==> config.mk <==
export PLATFORM = sky130hd
export DESIGN_NAME = inert_seq
export DESIGN_NICKNAME = d
export VERILOG_FILES = /design/src/rtl/inert_pkg.sv /design/src/rtl/sync2.sv /design/src/rtl/inert_seq.sv
export SDC_FILE = /design/constraint.sdc
export NUM_CORES = 1
export LEC_CHECK = 0
export CAP_MARGIN = 30
export CORE_ASPECT_RATIO = 0.6
export CORE_UTILIZATION = 56
export DETAILED_ROUTE_END_ITERATION = 6
export PLACE_DENSITY = 0.95
export SYNTH_ARGS = -nofsm -noshare
export SYNTH_HDL_FRONTEND = slang
export SYNTH_HIERARCHICAL = 1
export SYNTH_SLANG_ARGS = --single-unit
==> constraint.sdc <==
create_clock -name clk -period 3.43 [get_ports clk]
set_input_delay 0.686 -clock clk [delete_from_list [all_inputs] [get_ports clk]]
set_output_delay 0.686 -clock clk [all_outputs]
set_load 0.01 [all_outputs]
==> src/rtl/inert_pkg.sv <==
// rtl/inert_pkg.sv - shared types and command tables for the inertial sensor sequencer
package inert_pkg;

    typedef enum logic [2:0] {
        PWR_WAIT,
        INIT_CMD,
        INIT_WAIT,
        IDLE,
        RD_CMD,
        RD_WAIT,
        DATA_VLD
    } inert_state_t;

    localparam logic [7:0] RD_BIT = 8'h80;
    localparam logic [7:0] PTCH_L = 8'h22;
    localparam logic [7:0] PTCH_H = 8'h23;
    localparam logic [7:0] AZ_L   = 8'h2C;
    localparam logic [7:0] AZ_H   = 8'h2D;

    localparam logic [15:0] INIT_TBL [4] = '{16'h0D02, 16'h1053, 16'h1150, 16'h1460};

    // Byte order matches the byte register index: ptch L/H then AZ L/H.
    localparam logic [15:0] RD_TBL [4] = '{
        {RD_BIT | PTCH_L, 8'h00},
        {RD_BIT | PTCH_H, 8'h00},
        {RD_BIT | AZ_L,   8'h00},
        {RD_BIT | AZ_H,   8'h00}
    };

endpackage

==> src/rtl/sync2.sv <==
// rtl/sync2.sv - two-flop synchronizer for a single asynchronous level
module sync2 (
    input  logic clk,
    input  logic rst_n,
    input  logic d,
    output logic q
);

    logic meta_q, meta_d;
    logic sync_q, sync_d;

    always_comb begin
        meta_d = d;
        sync_d = meta_q;
    end

    always_ff @(posedge clk or negedge rst_n) begin
        if (!rst_n) begin
            meta_q <= 1'b0;
            sync_q <= 1'b0;
        end else begin
            meta_q <= meta_d;
            sync_q <= sync_d;
        end
    end

    assign q = sync_q;

endmodule

==> src/rtl/inert_seq.sv <==
// rtl/inert_seq.sv - SPI init and read-burst sequencer feeding the inertial integrator
module inert_seq
    import inert_pkg::*;
#(
    parameter int TMR_W = 16
) (
    input  logic        clk,
    input  logic        rst_n,
    input  logic        INT,
    input  logic        done,
    input  logic [15:0] inert_data,
    output logic        wrt,
    output logic [15:0] cmd,
    output logic        vld,
    output logic [15:0] ptch_rt,
    output logic [15:0] AZ
);

    logic int_s;

    sync2 u_int_sync (
        .clk   (clk),
        .rst_n (rst_n),
        .d     (INT),
        .q     (int_s)
    );

    inert_state_t     state_q, state_d;
    logic [TMR_W-1:0] timer_q, timer_d;
    logic [1:0]       idx_q, idx_d;
    logic [7:0]       byte_q [4];
    logic [7:0]       byte_d [4];
    logic             wrt_q, wrt_d;
    logic [15:0]      cmd_q, cmd_d;
    logic             vld_q, vld_d;
    logic [15:0]      ptch_q, ptch_d;
    logic [15:0]      az_q, az_d;

    logic unused_hi_data;
    assign unused_hi_data = &{1'b0, inert_data[15:8]};

    always_ff @(posedge clk or negedge rst_n) begin
        if (!rst_n) begin
            state_q <= PWR_WAIT;
            timer_q <= '0;
            idx_q   <= 2'd0;
            for (int i = 0; i < 4; i++) begin
                byte_q[i] <= 8'h00;
            end
            wrt_q   <= 1'b0;
            cmd_q   <= 16'h0000;
            vld_q   <= 1'b0;
            ptch_q  <= 16'h0000;
            az_q    <= 16'h0000;
        end else begin
            state_q <= state_d;
            timer_q <= timer_d;
            idx_q   <= idx_d;
            for (int i = 0; i < 4; i++) begin
                byte_q[i] <= byte_d[i];
            end
            wrt_q   <= wrt_d;
            cmd_q   <= cmd_d;
            vld_q   <= vld_d;
            ptch_q  <= ptch_d;
            az_q    <= az_d;
        end
    end

    always_comb begin
        state_d = state_q;
        timer_d = timer_q;
        idx_d   = idx_q;
        for (int i = 0; i < 4; i++) begin
            byte_d[i] = byte_q[i];
        end

        case (state_q)
            PWR_WAIT: begin
                timer_d = timer_q + TMR_W'(1);
                if (&timer_q) begin
                    state_d = INIT_CMD;
                    idx_d   = 2'd0;
                end
            end
            INIT_CMD: state_d = INIT_WAIT;
            INIT_WAIT: begin
                if (done) begin
                    if (idx_q == 2'd3) begin
                        state_d = IDLE;
                    end else begin
                        idx_d   = idx_q + 2'd1;
                        state_d = INIT_CMD;
                    end
                end
            end
            IDLE: begin
                if (int_s) begin
                    state_d = RD_CMD;
                    idx_d   = 2'd0;
                end
            end
            RD_CMD: state_d = RD_WAIT;
            RD_WAIT: begin
                if (done) begin
                    byte_d[idx_q] = inert_data[7:0];
                    if (idx_q == 2'd3) begin
                        state_d = DATA_VLD;
                    end else begin
                        idx_d   = idx_q + 2'd1;
                        state_d = RD_CMD;
                    end
                end
            end
            DATA_VLD: state_d = IDLE;
            default:  state_d = PWR_WAIT;
        endcase
    end

    // Outputs are registered off the next state so wrt/vld line up with *_CMD/DATA_VLD
    // and the samples update on the very edge that raises vld.
    always_comb begin
        wrt_d  = (state_d == INIT_CMD) || (state_d == RD_CMD);
        vld_d  = (state_d == DATA_VLD);
        cmd_d  = cmd_q;
        ptch_d = ptch_q;
        az_d   = az_q;
        if (state_d == INIT_CMD) begin
            cmd_d = INIT_TBL[idx_d];
        end else if (state_d == RD_CMD) begin
            cmd_d = RD_TBL[idx_d];
        end
        if (vld_d) begin
            ptch_d = {byte_d[1], byte_d[0]};
            az_d   = {byte_d[3], byte_d[2]};
        end
    end

    assign wrt     = wrt_q;
    assign cmd     = cmd_q;
    assign vld     = vld_q;
    assign ptch_rt = ptch_q;
    assign AZ      = az_q;

endmodule

==> metrics, run 1 <==
slew at the pin closest to its max-slew limit 0.812 ns; critical path arrival 3.01 ns; largest net degree at the start of global routing 37; final std cells w/o fill 446; CORE AREA 0.00636 mm²; Setup TNS 0 ns; most frequent cells in the layout 91 x dfrtp_1, 56 x clkdlybuf4s50_1, 47 x mux2_2; slew margin rel. 0.455; first-pass GRT wire length 13500 µm; Power Density 687 mW/mm²; Post-CTS Resized 0; Max rail drop VDD 0.000497 V; via count 2513; Routed WL 8290 µm; Synth Instances 302; sinks on the clock net 91; Inst Count DP 430; register area share after synthesis 0.592; max-cap violations 0; crit share post-route 0.810; status finished, final reports clean; r2r setup slk 0.65 ns; Final setup viols 0; Yosys cell types 48; f_max 360 MHz; Setup CP Type flip-flop to flip-flop; Die W 109 µm; DP Area 0.00443 mm²; Die Area 0.00722 mm²; Pre-antenna DRT Iters 4; top cells by area, synth dfrtp_1 59%, mux2_2 14%, nand2_1 3.8%; path depth of the worst reg2reg path 6; GR Overflow Total 0; CTS Buf Count 9; CTS tree built; Leak Pwr 2.29 nW; Root Driver clkbuf_16; commonest non-fill, non-tap cell in the layout dfrtp_1; final hold vios 0; Syn Area/Cell 12.7 µm²; number of fill cells 393; Req. time, crit path 3.66 ns; Max H-tree Level 3; Synth area leader dfrtp_1; register bit total from synthesis 91; # IOs 70; worst setup margin 0.652 ns; Via density 5.63; Hold-fix buffers, CTS 0; CP max stage delay 0.69 ns; Chip Height 66.2 µm; row count 22; reg2reg end cmd[9]; drt wl/cell 18.6 µm; vias in the first global route 2629; Reg-to-Reg Start state_q[2]; Net count, final 382; Final ANT Viol Nets 0; dpl ws 0.402 ns; CP top delay family simple AND/OR/NAND/NOR gates; number of synthesized flops with an enable pin 0; clock buffer depth 2; Critical-path top delay cell nor3_2; top_reg_cell synth dfrtp_1; antenna violations before repair 0; worst skew pair latency 0.34 ns; GPL Wtd Cong 0.769; DRC viols 0; Yosys top cell area share 0.592; Post-Syn Area 0.00385 mm²; post-CTS setup buffers 0; Syn-to-layout area delta 23.5%; RSZ-0062 raised after global routing false; clock-pin slew on the worst setup and hold paths 0.06 ns; worst-path fanout max 11; CP Launch Type flip-flop; Critical path buffers and inverters 0; diode count 0; fin area 0.00475 mm²; critical path capture point type flip-flop; worst hold-check path type input pin to async pin; count of pins over their slew limit 0; initial core utilization 0.605; clock skew 0.00797 ns; post-DP HPWL 5500 µm; WP depth 6; ratio of cells with drive above 1 in the final layout 0.227; worst-path cell chain or3_1 -> nor4_4 -> a221oi_2 -> nor3_2 -> nor2_4 -> a22o_2; Syn. warnings 6; initial DRC count 219; Final Core Density 0.748; post-route minimum period 2.78 ns; async set-reset flop share out of synthesis 1.00; Port Buffers 57; Total GRT Usage 0.261
metal layers:
layer,track usage,wire (µm),vias up
met3,0.0729,418,11
met1,0.332,3680,1290
met5,0,0,-
met4,0.123,126,0
met2,0.417,4060,73
li1,-,-,1139
registers in the layout, indices dropped and copies added (netlist names):
name,flops
AZ,16
byte_q,24
cmd,10
idx_q,2
ptch_rt,16
state_q,3
timer_q,16
u_int_sync/meta_q,1
u_int_sync/q,1
vld,1
wrt,1
power breakdown:
| part | leakage [nW] | switching [W] | total, W | internal, W |
|---|---|---|---|---|
| registers | 1.23 | 0.000138 | 0.00139 | 0.00125 |
| clock network | 0.163 | 0.000402 | 0.00106 | 0.000659 |
| logic | 0.896 | 0.000428 | 0.000817 | 0.000389 |
| total | 2.29 | 0.000967 | 0.00327 | 0.00230 |
cells by family after synthesis:
group,after synthesis,share of synthesized area
muxes,48,0.140
buffers and inverters,29,0.0439
xor gates and xnor gates,15,0.0341
DFF,91,0.592
and+or+nand+nor,87,0.119
adders and majority gates,5,0.0163
AOI/OAI and AO/OA,26,0.0537
other,1,0.000975
per-stage QoR:
| stage | total power (W) | hold slack [ns] |
|---|---|---|
| floorplan | 0.00199 | 0.331 |
| global placement | 0.00216 | 0.335 |
| detailed placement | 0.00221 | 0.346 |
| CTS | 0.00328 | 0.290 |
| global route | 0.00344 | 0.321 |
| finish | 0.00327 | 0.282 |
worst max-delay path by stage:
stage / start / to / slack [ns]
floorplan: state_q[1] / cmd[10] / 1.23
CTS: state_q[2] / cmd[9] / 0.64
finish: state_q[2] / cmd[9] / 0.65
global route: state_q[2] / cmd[9] / 0.46
global placement: done / cmd[9] / 0.48
detailed placement: done / cmd[9] / 0.40
cell usage after synthesis, drive strengths merged, types with 4 or more instances:
master	count
a21oi	5
nand4	5
nor3	5
clkbuf	5
nand3	8
inv	8
ha	5
xor2	4
nand2	39
xnor2	11
mux2	48
dfrtp	91
buf	15
a22o	6
o21ai	4
nor2	11
worst register-to-register path, stage by stage (launching register included):
cell and delay, ns:
dfrtp_1 0.45, or3_1 0.53, nor4_4 0.44, a221oi_2 0.19, nor3_2 0.69, nor2_4 0.12
a22o_2 0.24
final cells by class:
class	count	area, µm²	area share
clock buffers	10	239	0.0503
clock inverters	6	87.6	0.0184
multi-input cells	185	1410	0.297
well taps	84	105	0.0221
inverters	9	33.8	0.00711
flip-flops and latches	91	2280	0.479
repair buffers	61	598	0.126
Power figures use the tool's default switching activity.
==> run 2: changes to the inputs <==
--- a/config.mk
+++ b/config.mk
@@ -7,9 +7,9 @@
 export LEC_CHECK = 0
 export CAP_MARGIN = 30
 export CORE_ASPECT_RATIO = 0.6
-export CORE_UTILIZATION = 56
+export CORE_UTILIZATION = 47
 export DETAILED_ROUTE_END_ITERATION = 6
-export PLACE_DENSITY = 0.95
+export PLACE_DENSITY = 0.88
 export SYNTH_ARGS = -nofsm -noshare
 export SYNTH_HDL_FRONTEND = slang
 export SYNTH_HIERARCHICAL = 1
==> constraint.sdc (replaced) <==
create_clock -name clk -period 2.5 [get_ports clk]
set_input_delay 0.5 -clock clk [delete_from_list [all_inputs] [get_ports clk]]
set_output_delay 0.5 -clock clk [all_outputs]
set_load 0.01 [all_outputs]
==> run 2 against run 1 <==
Effect of this change:
- sequential power grew 35%
- cell area grew 2.2%
- critical path type is now input pin to flip-flop
- register-to-register slack lost 0.36 ns
- die area grew 19%
- global-route usage shrank 6.1 points
- core utilization shrank 13 points
- via count shrank 2.3%
- sequential share of layout area shrank 1.0 points
- worst hold slack lost 0.13 ns
- critical path depth grew 1
- critical endpoint is now cmd[11]
- clock skew shrank 0.0013 ns
==> metrics, run 2 (synthesis results as in run 1) <==
status finished, final reports clean (unchanged); f_max 443 MHz; Via density 5.10 (was 5.63); RSZ-0062 raised after global routing false (unchanged); first-pass GRT wire length 12900 µm (was 13500 µm); slew at the pin closest to its max-slew limit 0.557 ns (was 0.812 ns); count of pins over their slew limit 0 (unchanged); max-cap violations 0 (unchanged); vias in the first global route 2518 (was 2629); Syn-to-layout area delta 26.2% (was 23.5%); worst hold slack 0.150 ns (was 0.282 ns); r2r setup slk 0.29 ns (was 0.65 ns); worst skew pair latency 0.34 ns (about the same); critical path arrival 2.51 ns (was 3.01 ns); via count 2454 (was 2513); Largest register FFs 24 (unchanged); Max H-tree Level 3 (unchanged); Total GRT Usage 0.201 (was 0.261); Req. time, crit path 2.75 ns (was 3.66 ns); dpl ws -0.0944 ns (was 0.402 ns); Port Buffers 57 (unchanged); Setup CP Type input pin to flip-flop (was flip-flop to flip-flop); Pre-antenna DRT Iters 4 (unchanged); GR Overflow Total 0 (unchanged); drt wl/cell 15.7 µm (was 18.6 µm); Die W 119 µm (was 109 µm); Hold-fix buffers, CTS 0 (unchanged); largest net degree at the start of global routing 49 (was 37); worst-path fanout max 6 (was 11); Final setup viols 0 (unchanged); commonest non-fill, non-tap cell in the layout dfrtp_1 (unchanged); post-DP HPWL 5210 µm (was 5500 µm); Max rail drop VDD 0.000589 V (was 0.000497 V); antenna violations before repair 0 (unchanged); most frequent cells in the layout 91 x dfrtp_1, 56 x clkdlybuf4s50_1, 47 x mux2_2 (unchanged); DRC viols 0 (unchanged); register with the most flip-flops byte_q (unchanged); path depth of the worst reg2reg path 7 (was 6); sinks on the clock net 91 (unchanged); Final Core Density 0.614 (was 0.748); critical path capture point type flip-flop (unchanged); slew margin rel. 0.625 (was 0.455); crit share post-route 0.903; reg2reg end cmd[9] (unchanged); final hold vios 0 (unchanged); Post-CTS Resized 0 (unchanged); diode count 0 (unchanged); clock skew 0.00669 ns (was 0.00797 ns); Power Density 903 mW/mm² (was 687 mW/mm²); CP Launch Type input pin (was flip-flop); initial DRC count 147 (was 219); clock buffer depth 2 (unchanged); worst hold-check path type input pin to async pin (unchanged); CTS tree built (unchanged); Leak Pwr 2.33 nW (was 2.29 nW); Die Area 0.00856 mm² (was 0.00722 mm²); Root Driver clkbuf_16 (unchanged); Final ANT Viol Nets 0 (unchanged); Net count, final 393 (was 382); worst setup margin 0.242 ns (was 0.652 ns); post-route minimum period 2.26 ns; clock-pin slew on the worst setup and hold paths 0.06 ns (about the same); initial core utilization 0.486 (was 0.605); GPL Wtd Cong 0.734 (was 0.769); Reg-to-Reg Start timer_q[0] (was state_q[2]); Chip Height 72.1 µm (was 66.2 µm); # IOs 70 (unchanged); Routed WL 7560 µm (was 8290 µm); post-CTS setup buffers 0 (unchanged); CORE AREA 0.00791 mm² (was 0.00636 mm²); CTS Buf Count 9 (unchanged); ratio of cells with drive above 1 in the final layout 0.247 (was 0.227); row count 25 (was 22)
-- run 2: cell types whose count changed in the layout (fill, tap and decap cells not counted) --
cell / before / now
buf_4: 5 / 14
buf_12: 0 / 2
bufinv_16: 2 / 0
clkbuf_8: 1 / 3
clkbuf_1: 0 / 1
clkinv_2: 2 / 1
clkinvlp_4: 0 / 1
inv_6: 1 / 0
-- run 2: metal layers --
layer | track usage | part of all wire | vias to the layer above
li1 | - | - | 1155
met2 | 0.283 | 0.44 | 62
met4 | 0.0647 | 0.0079 | 0
met5 | 0 | 0 | -
met1 | 0.295 | 0.51 | 1230
met3 | 0.0637 | 0.045 | 7
-- run 2: through the flow --
| step | instance area, µm² | TNS (ns) | total power (W) | instances |
|---|---|---|---|---|
| 6_report | 4860 | 0 | 0.00439 | 481 |
| 5_1_grt | 4860 | 0 | 0.00467 | 481 |
| 4_1_cts | 4860 | 0 | 0.00442 | 481 |
| 3_5_place_dp | 4560 | -0.342 | 0.00311 | 465 |
| 3_3_place_gp | 4560 | 0 | 0.00306 | 465 |
| 2_1_floorplan | 3860 | 0 | 0.00273 | 305 |
-- run 2: worst max-delay path, stage by stage --
cell	delay, ns
clkdlybuf4s50_1	0.53
and2_1	0.17
a32oi_1	0.10
o21ai_0	0.47
and3b_1	0.34
and2_4	0.21
o31ai_2	0.20
-- run 2: area by class of cell --
class / count / area, µm²
Clock buffer: 13 / 270
Clock inverter: 3 / 21.3
Fill cell: 603 / 3060
Inverter: 9 / 33.8
Multi-Input combinational cell: 185 / 1410
Sequential cell: 91 / 2280
Tap cell: 108 / 135
Timing Repair Buffer: 72 / 706
-- run 2: worst max path at each step --
stage	from	end	slack, ns
2_1_floorplan	state_q[1]	cmd[10]	0.30
3_3_place_gp	done	cmd[10]	0.01
3_5_place_dp	done	cmd[11]	-0.09
4_1_cts	done	cmd[11]	0.25
5_1_grt	done	cmd[11]	0.08
6_report	done	cmd[11]	0.24
-- run 2: report_power, final --
| part | leakage, nW | switching [W] | total (W) | internal (W) |
|---|---|---|---|---|
| clock | 0.142 | 0.000532 | 0.00129 | 0.000755 |
| sequential | 1.23 | 0.000158 | 0.00188 | 0.00172 |
| combinational | 0.959 | 0.000617 | 0.00122 | 0.000607 |
| total | 2.33 | 0.00131 | 0.00439 | 0.00308 |
==> run 3: changes to the inputs <==
--- a/config.mk
+++ b/config.mk
@@ -8,6 +8,7 @@
 export CAP_MARGIN = 30
 export CORE_ASPECT_RATIO = 0.6
 export CORE_UTILIZATION = 47
+export CTS_CLUSTER_SIZE = 40
 export DETAILED_ROUTE_END_ITERATION = 6
 export PLACE_DENSITY = 0.88
 export SYNTH_ARGS = -nofsm -noshare
==> results of run 3 <==
Final layout, timing and power as in run 2 (identical DEF).
